`config.mk`:
```
export PLATFORM = sky130hd
export DESIGN_NAME = midi_voice_allocator
export DESIGN_NICKNAME = d
export VERILOG_FILES = /design/src/rtl/midi_voice_allocator.sv
export SDC_FILE = /design/constraint.sdc
export NUM_CORES = 1
export LEC_CHECK = 0
export CAP_MARGIN = 20
export CORE_UTILIZATION = 57
export CTS_CLUSTER_SIZE = 40
export DETAILED_ROUTE_END_ITERATION = 12
export PLACE_DENSITY_LB_ADDON = 0.08
export RECOVER_POWER = 25
export REMOVE_ABC_BUFFERS = 1
export SKIP_CTS_REPAIR_TIMING = 1
export SLEW_MARGIN = 40
export SYNTH_ARGS = -nofsm -noshare
export SYNTH_HDL_FRONTEND = slang
export SYNTH_SLANG_ARGS = --single-unit
```
`constraint.sdc`:
```
create_clock -name CLOCK_50 -period 8.2 [get_ports CLOCK_50]
set_clock_uncertainty 0.15 [all_clocks]
set_input_delay 1.64 -clock CLOCK_50 [delete_from_list [all_inputs] [get_ports CLOCK_50]]
set_output_delay 1.64 -clock CLOCK_50 [all_outputs]
set_load 0.005 [all_outputs]
```
`src/rtl/midi_voice_allocator.sv`:
```
// MIDI byte-stream parser with a small polyphonic voice allocator.
// Tracks running status, assigns notes to voice slots, and keeps CC1 / pitch-bend state.
module midi_voice_allocator #(
    parameter int           NUM_VOICES   = 4,
    parameter int           OMNI         = 1,
    parameter logic [3:0]   MIDI_CHANNEL = 4'd0
) (
    input  logic                      CLOCK_50,
    input  logic                      RESET_N,
    input  logic                      byte_valid,
    input  logic [7:0]                byte_data,
    output logic [NUM_VOICES-1:0]     voice_active,
    output logic [7*NUM_VOICES-1:0]   voice_note,
    output logic [7*NUM_VOICES-1:0]   voice_velocity,
    output logic [NUM_VOICES-1:0]     voice_trigger,
    output logic [6:0]                mod_value,
    output logic [13:0]               pitch_bend
);

    localparam int PW = (NUM_VOICES > 1) ? $clog2(NUM_VOICES) : 1;

    localparam logic [3:0] ST_NOTE_OFF = 4'h8;
    localparam logic [3:0] ST_NOTE_ON  = 4'h9;
    localparam logic [3:0] ST_CC       = 4'hB;
    localparam logic [3:0] ST_PROG     = 4'hC;
    localparam logic [3:0] ST_CHAN_AT  = 4'hD;
    localparam logic [3:0] ST_BEND     = 4'hE;

    localparam logic [6:0] CC_MOD       = 7'd1;
    localparam logic [6:0] CC_ALL_OFF   = 7'd123;

    logic [3:0]                   r_status;
    logic [3:0]                   r_chan;
    logic                         r_rs_valid;
    logic                         r_cnt;
    logic [6:0]                   r_d0;
    logic [NUM_VOICES-1:0]        r_active;
    logic [NUM_VOICES-1:0][6:0]   r_note;
    logic [NUM_VOICES-1:0][6:0]   r_vel;
    logic [NUM_VOICES-1:0]        r_trig;
    logic [6:0]                   r_mod;
    logic [13:0]                  r_bend;
    logic [PW-1:0]                r_steal;

    logic          w_is_status;
    logic          w_is_data;
    logic          w_len_one;
    logic          w_done;
    logic          w_chan_ok;
    logic          w_exec;
    logic [6:0]    w_d0;
    logic [6:0]    w_d1;
    logic          w_note_on;
    logic          w_note_off;
    logic          w_cc;
    logic          w_bend;
    logic          w_hit;
    logic [PW-1:0] w_hit_idx;
    logic          w_free;
    logic [PW-1:0] w_free_idx;

    assign w_is_status = byte_valid && byte_data[7];
    assign w_is_data   = byte_valid && !byte_data[7] && r_rs_valid;
    assign w_len_one   = (r_status == ST_PROG) || (r_status == ST_CHAN_AT);
    assign w_done      = w_is_data && (w_len_one || r_cnt);
    assign w_chan_ok   = (OMNI != 0) || (r_chan == MIDI_CHANNEL);
    assign w_exec      = w_done && w_chan_ok;

    // A one-byte message carries its only data byte in the current byte.
    assign w_d0 = w_len_one ? byte_data[6:0] : r_d0;
    assign w_d1 = byte_data[6:0];

    assign w_note_on  = w_exec && (r_status == ST_NOTE_ON) && (w_d1 != 7'd0);
    assign w_note_off = w_exec && ((r_status == ST_NOTE_OFF) ||
                                   ((r_status == ST_NOTE_ON) && (w_d1 == 7'd0)));
    assign w_cc       = w_exec && (r_status == ST_CC);
    assign w_bend     = w_exec && (r_status == ST_BEND);

    // Scan high-to-low so the lowest matching / free index is the one kept.
    always_comb begin
        // NOTE: every combinational output gets a default first so no latch is inferred.
        w_hit      = 1'b0;
        w_hit_idx  = '0;
        w_free     = 1'b0;
        w_free_idx = '0;
        for (int v = NUM_VOICES - 1; v >= 0; v--) begin
            if (r_active[v] && (r_note[v] == w_d0)) begin
                w_hit     = 1'b1;
                w_hit_idx = PW'(v);
            end
            if (!r_active[v]) begin
                w_free     = 1'b1;
                w_free_idx = PW'(v);
            end
        end
    end

    always_ff @(posedge CLOCK_50 or negedge RESET_N) begin
        if (!RESET_N) begin
            r_status   <= 4'h0;
            r_chan     <= 4'h0;
            r_rs_valid <= 1'b0;
            r_cnt      <= 1'b0;
            r_d0       <= 7'd0;
            r_active   <= '0;
            // NOTE: the voice slots drive outputs that must read zero in reset, so they are reset too.
            r_note     <= '0;
            r_vel      <= '0;
            r_trig     <= '0;
            r_mod      <= 7'd0;
            r_bend     <= 14'h2000;
            r_steal    <= '0;
        end else begin
            // NOTE: non-blocking throughout; later assignments below override this default pulse clear.
            r_trig <= '0;

            if (w_is_status) begin
                if (byte_data[7:4] != 4'hF) begin
                    r_status   <= byte_data[7:4];
                    r_chan     <= byte_data[3:0];
                    r_rs_valid <= 1'b1;
                    r_cnt      <= 1'b0;
                end else if (!byte_data[3]) begin
                    r_rs_valid <= 1'b0;
                end
            end else if (w_is_data) begin
                if (w_done) begin
                    r_cnt <= 1'b0;
                end else begin
                    r_cnt <= 1'b1;
                    r_d0  <= byte_data[6:0];
                end
            end

            if (w_note_on) begin
                if (w_hit) begin
                    r_vel[w_hit_idx]  <= w_d1;
                    r_trig[w_hit_idx] <= 1'b1;
                end else if (w_free) begin
                    r_note[w_free_idx]   <= w_d0;
                    r_vel[w_free_idx]    <= w_d1;
                    r_active[w_free_idx] <= 1'b1;
                    r_trig[w_free_idx]   <= 1'b1;
                end else begin
                    r_note[r_steal] <= w_d0;
                    r_vel[r_steal]  <= w_d1;
                    r_trig[r_steal] <= 1'b1;
                    r_steal <= (r_steal == PW'(NUM_VOICES - 1)) ? '0 : r_steal + 1'b1;
                end
            end

            if (w_note_off && w_hit) begin
                r_active[w_hit_idx] <= 1'b0;
            end

            if (w_cc) begin
                if (w_d0 == CC_MOD) begin
                    r_mod <= w_d1;
                end else if (w_d0 == CC_ALL_OFF) begin
                    r_active <= '0;
                end
            end

            if (w_bend) begin
                r_bend <= {w_d1, w_d0};
            end
        end
    end

    assign voice_active   = r_active;
    assign voice_note     = r_note;
    assign voice_velocity = r_vel;
    assign voice_trigger  = r_trig;
    assign mod_value      = r_mod;
    assign pitch_bend     = r_bend;

endmodule

```
## Word-level counts from Yosys, hierarchy flattened

Index checks and enable logic that the tools add are counted.

| operators by class | value |
|---|---|
| magnitude comparators | 6 |
| $add $sub $neg | 1 |
| multiplexer cells | 54 |
| bitwise logic cells | 7 |
| reductions and logical operators | 32 |
| equal/unequal tests | 16 |

Operator list:

| operator | count |
|---|---|
| 28-bit bitwise mux | 5 |
| 28-bit two-way mux | 3 |
| 7-bit demux with 2-bit select | 3 |
| 4-bit two-way mux | 10 |
| 7-bit == test | 4 |
| 7-bit two-way mux | 4 |
| 4-bit == test (second input constant) | 6 |
| 1-bit logical AND | 18 |
| 2-bit two-way mux | 9 |
| 1-bit two-way mux | 17 |
| 2-bit AND reduction | 5 |
| 2-bit by 3-bit < comparator with 1-bit output (second input constant) | 3 |
| 7-bit by 1-bit == test with 1-bit output (second input constant) | 1 |
| 7-bit == test (second input constant) | 1 |
| 7-bit logical NOT | 1 |
| 7-bit nonzero test | 1 |
| 1-bit demux with 2-bit select | 3 |
| 2-bit by 1-bit greater-or-equal comparator with 1-bit output (second input constant) | 3 |
| 3-bit AND reduction | 2 |
| 4-bit AND | 1 |
| 2-bit by 1-bit != test with 1-bit output (second input constant) | 2 |
| 4-bit != test (second input constant) | 1 |
| 1-bit inverter | 4 |
| 4-bit inverter | 1 |
| 6 further kinds | 8 |

| storage, ports and cells | value |
|---|---|
| bits of input ports | 11 |
| logic and storage cells | 133 |
| bits in registers | 100 |

## Longest topological paths before layout

Gate-level depths: netlist (run 1).

| depth | value |
|---|---|
| depth in word-level cells | 19 |
| gate-level depth with buffers | 14 |
| gate-level depth less buffers | 8 |

## Worst setup path after synthesis (run 1)

No wires, ideal clock.

| path | value |
|---|---|
| kind | input -> register |
| start point | input byte_data[5] |
| end point | register r_vel, in the netlist voice_velocity[10] |
| arrival | 3847 ps |
| library setup time | 125 ps |
| buffers on the path | 3 |
| slack | 4078 ps |
| required time | 7925 ps |
| stages | 11 |
| cell sequence | clkbuf_1 nor2b_1 a2111oi_0 a22oi_1 or4b_1 o2111ai_1 or3_1 buf_6 o21a_1 buf_6 mux2_4 |

| on the way | value |
|---|---|
| longest elaborated chain between the ends | 13 |

RTL lines:

| item | line | text |
|---|---|---|
| from (decl) | 11 | `input logic [7:0] byte_data,` |
| 7-bit two-way mux | 70 | `assign w_d0 = w_len_one ? byte_data[6:0] : r_d0;` |
| 7-bit == test | 87 | `if (r_active[v] && (r_note[v] == w_d0)) begin` |
| 1-bit logical AND | 87 |  |
| 2-bit two-way mux (4 in series) | 87 |  |
| 2-bit by 3-bit < comparator with 1-bit output (implied by the code) or 2-bit by 1-bit greater-or-equal comparator with 1-bit output (tied branches) | 137 | `r_vel[w_hit_idx] <= w_d1;` |
| 1-bit logical AND (implied by the code) | 137 |  |
| 7-bit two-way mux (implied by the code) | 137 |  |
| 7-bit demux with 2-bit select | 137 |  |
| 28-bit bitwise mux | 137 |  |
| 28-bit two-way mux | 136 | `if (w_hit) begin` |
| to (signal, indexed assignment) | 137 |  |
| to (signal, indexed assignment) | 141 | `r_vel[w_free_idx] <= w_d1;` |
| to (signal, indexed assignment) | 146 | `r_vel[r_steal] <= w_d1;` |
| to (decl) | 39 | `logic [NUM_VOICES-1:0][6:0] r_vel;` |

Parallel ways exist; a longest one is shown, timed or not.
A chain may end at the register's enable or synchronous reset.

==> results.ini, run 1 <==
[grt]
antenna_found_initial=0
track_usage_pct=29.4
grt_pass1_wl_um=21400
grt.overflow.total=0
grt_pass1_vias=3875
grt_max_degree=53

[final_layout]
synthToLayoutAreaGrowth_pct=23.1
most-common-layout-cells=dfrtp_1 (99), clkdlybuf4s50_1 (93), mux2_2 (55)
stdcell_count=638
fill_cells=647
drive_above_1_share_pct=20.8
seqCellArea_sq_um=2500
nNetsFinal=540
final_util_pct=72.4
n_antenna_cell=0
multi_input_area_sq_um=2390
layout_commonest_cell=dfrtp_1

[place]
place_hpwl_um=9310
port_buffers=95
post-place-cells=622
place_congestion=0.961
dp_slack_ns=2.76

[worst_setup_path]
cp_top_family=buffers and inverters
crit_top_cell=clkbuf_1
critPathMaxFanout=52
critPathMaxStageDelay_ns=1.97
slowest_stage=clkbuf_1
end_kind=async pin
crit_required_ns=7.98
reg2reg_to=voice_velocity[10]
worst-r2r-setup-slack_ns=4.23
crit_buf_inv=2
crit_arrival_ns=5.50
crit_path_start_kind=input pin
cp-startpoint=RESET_N
r2r_cells=8
reg2reg_from=r_status[1]
crit_type=input pin to async pin
path_cells=clkbuf_1, clkbuf_1

[detailed_routing]
ant_nets=0
drc=0
avgViaCountPerCell=6.16
routedWlPerCell_um=20.8
dr_total_vias=3928
first_pass_iters=5
drt_wl_total_um=13300
drt_iter0_markers=320

[sta]
timing.slew.headroom_pct=-77.5
setup_ws_ns=2.48
finalCritPeriodShare_pct=69.8
worst_pin_slew_ns=2.66
holdWs_ns=0.363
period_minus_slack_ns=5.72
setup_viol=0
fmaxAchievable_mhz=175
slew_viol_final=103
rsz0062_at_grt=false
setup_tns_ns=0
hold_viol=0

[synthesis]
async_reset_ff_share_pct=100
synthSimpleGateAreaFrac_pct=13.4
synth.distinct_cells=66
synthCells=438
synth_mux_area_share_pct=19.3
synth_edf_count=0
synth_xor_area_share_pct=3.43
synth_top_family_by_area=multiplexers
synthFlopType=dfrtp_1
synth_fa_ha_area_share_pct=0.980
synth_area_sq_um=5100
synth-seq-cells=100
synth-seq-area-share_pct=49.0
syn_avg_cell_area_sq_um=11.7
synth_compound_area_share_pct=9.63
ys_warn_count=0

[floorplanning]
start_util_pct=58.8
die_area_sq_um=9340
chipWidth_um=96.6
num_rows=34
fp.dieH_um=96.6
core_sq_um=8680
ioPinCount=96

[clock_tree]
h-tree-depth=3
ctsRootBufferMaster=clkbuf_8
cts_tree=yes
clk-insertion-delay-late_ns=0.37
cts_buffers=9
clk_pin_slew_ns=0.10
ctsLongestPathBuffers=2
clock-sinks=100

[status]
status=complete, but fails checks
violations=capacitance limit, slew limit

[power_and_ir_drop]
peakVddDrop_uv=132
power.density_nw_per_um2=205
leakage_nw=2.84

[flow_run]
maxCapViolCount=2

[hold_path]
hold_start=mod_value[5]
whs_endpoint=mod_value[5]
hold_depth=1
holdCritPathClass=flip-flop to flip-flop

[power by group]
part,internal [mW],switching (mW)
Combinational,0.168,0.181
Sequential,0.546,0.0768
Clock,0.125,0.187
Total,0.839,0.446
[Yosys cell counts, types with 6 or more instances]
| cell | count | area (sq um) |
|---|---|---|
| a21oi_1 | 16 | 80.1 |
| clkbuf_1 | 16 | 60.1 |
| dfrtp_1 | 99 | 2480 |
| inv_1 | 18 | 67.6 |
| mux2_2 | 55 | 619 |
| mux2_4 | 13 | 195 |
| mux2i_1 | 11 | 110 |
| nand2_1 | 26 | 97.6 |
| nand2b_1 | 6 | 37.5 |
| nand3_1 | 9 | 45.0 |
| nand4_1 | 6 | 37.5 |
| nor2_1 | 20 | 75.1 |
| nor3_1 | 18 | 90.1 |
| o21ai_0 | 12 | 60.1 |
| xnor2_1 | 9 | 78.8 |
| xor2_1 | 11 | 96.3 |
[flip-flops by register name, indices dropped and copies added (netlist names)]
signal,flops
voice_trigger,4
r_cnt,1
mod_value,7
pitch_bend,14
r_steal,2
r_status,4
r_d0,7
r_rs_valid,1
voice_active,4
voice_note,28
voice_velocity,28
[worst max-delay path by stage]
stage / to / cells after the start / slack (ns)
global placement: voice_velocity[7] / 9 / 2.90
floorplan: voice_velocity[10] / 8 / 4.00
CTS: voice_velocity[10] / 9 / 3.16
finish: voice_note[26] / 2 / 2.48
detailed placement: voice_velocity[10] / 9 / 2.76
global route: r_d0[6] / 2 / 1.55
[metal layers]
layer  vias up  share of wire (%)  track usage (%)
li1       1756                  -                -
met1      1969                 43             41.0
met2       171                 49             47.3
met3        32                5.8             5.20
met4         0                2.3             9.07
met5         -                  0                0
[layout make-up]
| type | instances | area share (%) |
|---|---|---|
| clock inverter | 6 | 0.876 |
| timing repair buffer | 102 | 15.8 |
| inverter | 18 | 1.08 |
| sequential | 100 | 39.9 |
| multi-input combinational | 294 | 38.1 |
| tap | 108 | 2.15 |
| clock buffer | 10 | 2.19 |
[through the flow]
stage / cell area (sq um) / total power [mW]
after detailed placement: 6100 / 0.973
final: 6280 / 1.28
after CTS: 6290 / 1.28
after global routing: 6280 / 1.34
after global placement: 6090 / 0.962
after floorplan: 4960 / 0.794
[logic make-up after synthesis]
kind of cell,count (synthesis)
adders and majority gates,4
DFF,100
and+or+nand+nor,119
buffers and inverters,44
xor gates and xnor gates,20
muxes,83
AOI/OAI and AO/OA,68
(Power assumes the default switching activity.)
==> run 2, diff against run 1 <==
CORE_UTILIZATION = 47   (was 57)
clock period = 4.8 ns   (was 8.2 ns; I/O delays follow)
==> results.ini, run 2 (synthesized netlist as in run 1, its figures left out) <==
[clock_tree]
ctsRootBufferMaster=clkbuf_8
cts_buffers=9  ; unchanged
h-tree-depth=3  ; unchanged
ctsLongestPathBuffers=2  ; unchanged
cts_tree=yes
clock-sinks=100  ; unchanged
clk_pin_slew_ns=0.10  ; about the same
clk-insertion-delay-late_ns=0.37  ; about the same

[worst_setup_path]
critPathMaxFanout=7  ; -87%
crit_type=input pin to flip-flop
crit_required_ns=4.91  ; -3.07 ns
r2r_cells=8  ; unchanged
crit_arrival_ns=3.98  ; -1.52 ns
reg2reg_from=r_status[1]
end_kind=flip-flop
worst-r2r-setup-slack_ns=1.15  ; -3.08 ns
crit_path_start_kind=input pin
reg2reg_to=voice_velocity[26]

[final_layout]
nNetsFinal=548  ; +1.5%
synthToLayoutAreaGrowth_pct=24.8
fill_cells=880  ; +36%
drive_above_1_share_pct=21.9  ; +1.2 points
final_cell_area_sq_um=6370  ; +1.4%
multi_input_area_sq_um=2380  ; -0.37%
seqCellArea_sq_um=2500  ; unchanged
layout_commonest_cell=dfrtp_1
n_antenna_cell=0  ; unchanged
most-common-layout-cells=dfrtp_1 (99), clkdlybuf4s50_1 (94), mux2_2 (55)

[sta]
holdWs_ns=0.365  ; +0.00205 ns
worst_pin_slew_ns=0.686  ; -1.98 ns
period_minus_slack_ns=3.87
setup_viol=0  ; unchanged
timing.slew.headroom_pct=52.9  ; +130 points
fmaxAchievable_mhz=259
finalCritPeriodShare_pct=80.5
slew_viol_final=0  ; -100%
hold_viol=0  ; unchanged
rsz0062_at_grt=false
setup_tns_ns=0  ; unchanged
setup_ws_ns=0.934  ; -1.54 ns

[grt]
grt_max_degree=74  ; +40%
grt_pass1_wl_um=21800  ; +1.8%
grt_pass1_vias=3891  ; +0.41%
track_usage_pct=25.7  ; -3.8 points
grt.overflow.total=0  ; unchanged
antenna_found_initial=0  ; unchanged

[power_and_ir_drop]
power.density_nw_per_um2=339  ; +66%
leakage_nw=2.88  ; +1.6%
power_mw=2.16  ; +68%
peakVddDrop_uv=191  ; +45%

[detailed_routing]
first_pass_iters=5  ; unchanged
drt_wl_total_um=13700  ; +3.3%
drt_iter0_markers=328  ; +2.5%
drc=0  ; unchanged
routedWlPerCell_um=20.3  ; -2.2%
avgViaCountPerCell=5.81  ; -5.6%
ant_nets=0  ; unchanged
dr_total_vias=3917  ; -0.28%

[place]
dp_slack_ns=0.589  ; -2.18 ns
port_buffers=95  ; unchanged
place_hpwl_um=9910  ; +6.4%
place_congestion=0.939  ; -2.4%
place_area_sq_um=6190  ; +1.5%

[floorplanning]
ioPinCount=96  ; unchanged
num_rows=37  ; +8.8%
die_area_sq_um=11300  ; +21%
start_util_pct=49.0  ; -9.8 points
fp.dieH_um=106  ; +9.9%
chipWidth_um=106  ; +9.9%
core_sq_um=10400  ; +20%

[hold_path]
holdCritPathClass=flip-flop to flip-flop
hold_start=voice_velocity[25]
hold_depth=1  ; unchanged
whs_endpoint=voice_velocity[25]

[status]
status=finished clean

[flow_run]
maxCapViolCount=0  ; -2

## run 2: worst max-delay path: stages
cell and delay (ns):
clkdlybuf4s50_1 0.70, nor2b_1 0.09, a2111oi_0 0.38, a22oi_1 0.16, or4b_1 0.57, o2111ai_1 0.18
or3_1 0.16, o21a_1 0.44, mux2_4 0.34
## run 2: power by group
part / internal (mW) / switching [mW]
clock network: 0.204 / 0.304
logic: 0.294 / 0.302
registers: 0.933 / 0.125
## run 2: stage by stage
step | instances | util, %
5_1_grt | 674 | 61.2
4_1_cts | 674 | 61.2
3_3_place_gp | 658 | 59.4
3_5_place_dp | 658 | 59.4
6_report | 674 | 61.2
2_1_floorplan | 412 | -
## run 2: per-layer routing
layer / vias up / GRT usage (%) / routed length, um
li1: 1760 / - / -
met1: 1977 / 36.4 / 6170
met2: 160 / 40.7 / 6550
met3: 20 / 3.68 / 768
met4: 0 / 7.84 / 226
met5: - / 0 / 0
## run 2: final cells by class
class	instances	share of cell area, %
Multi-Input combinational cell	294	37.4
Inverter	18	1.06
Clock buffer	11	2.22
Tap cell	136	2.67
Timing Repair Buffer	110	16.7
Sequential cell	100	39.3
Clock inverter	5	0.589
## run 2: worst max-delay path by stage
stage	from	end	slack (ns)	cells after the start
floorplan	byte_data[3]	voice_velocity[10]	1.28	8
global placement	byte_data[4]	voice_velocity[1]	0.58	9
detailed placement	byte_data[1]	voice_velocity[13]	0.59	9
CTS	byte_data[1]	voice_velocity[8]	0.97	9
global route	byte_data[1]	voice_velocity[26]	0.79	9
finish	byte_data[1]	voice_velocity[11]	0.93	9
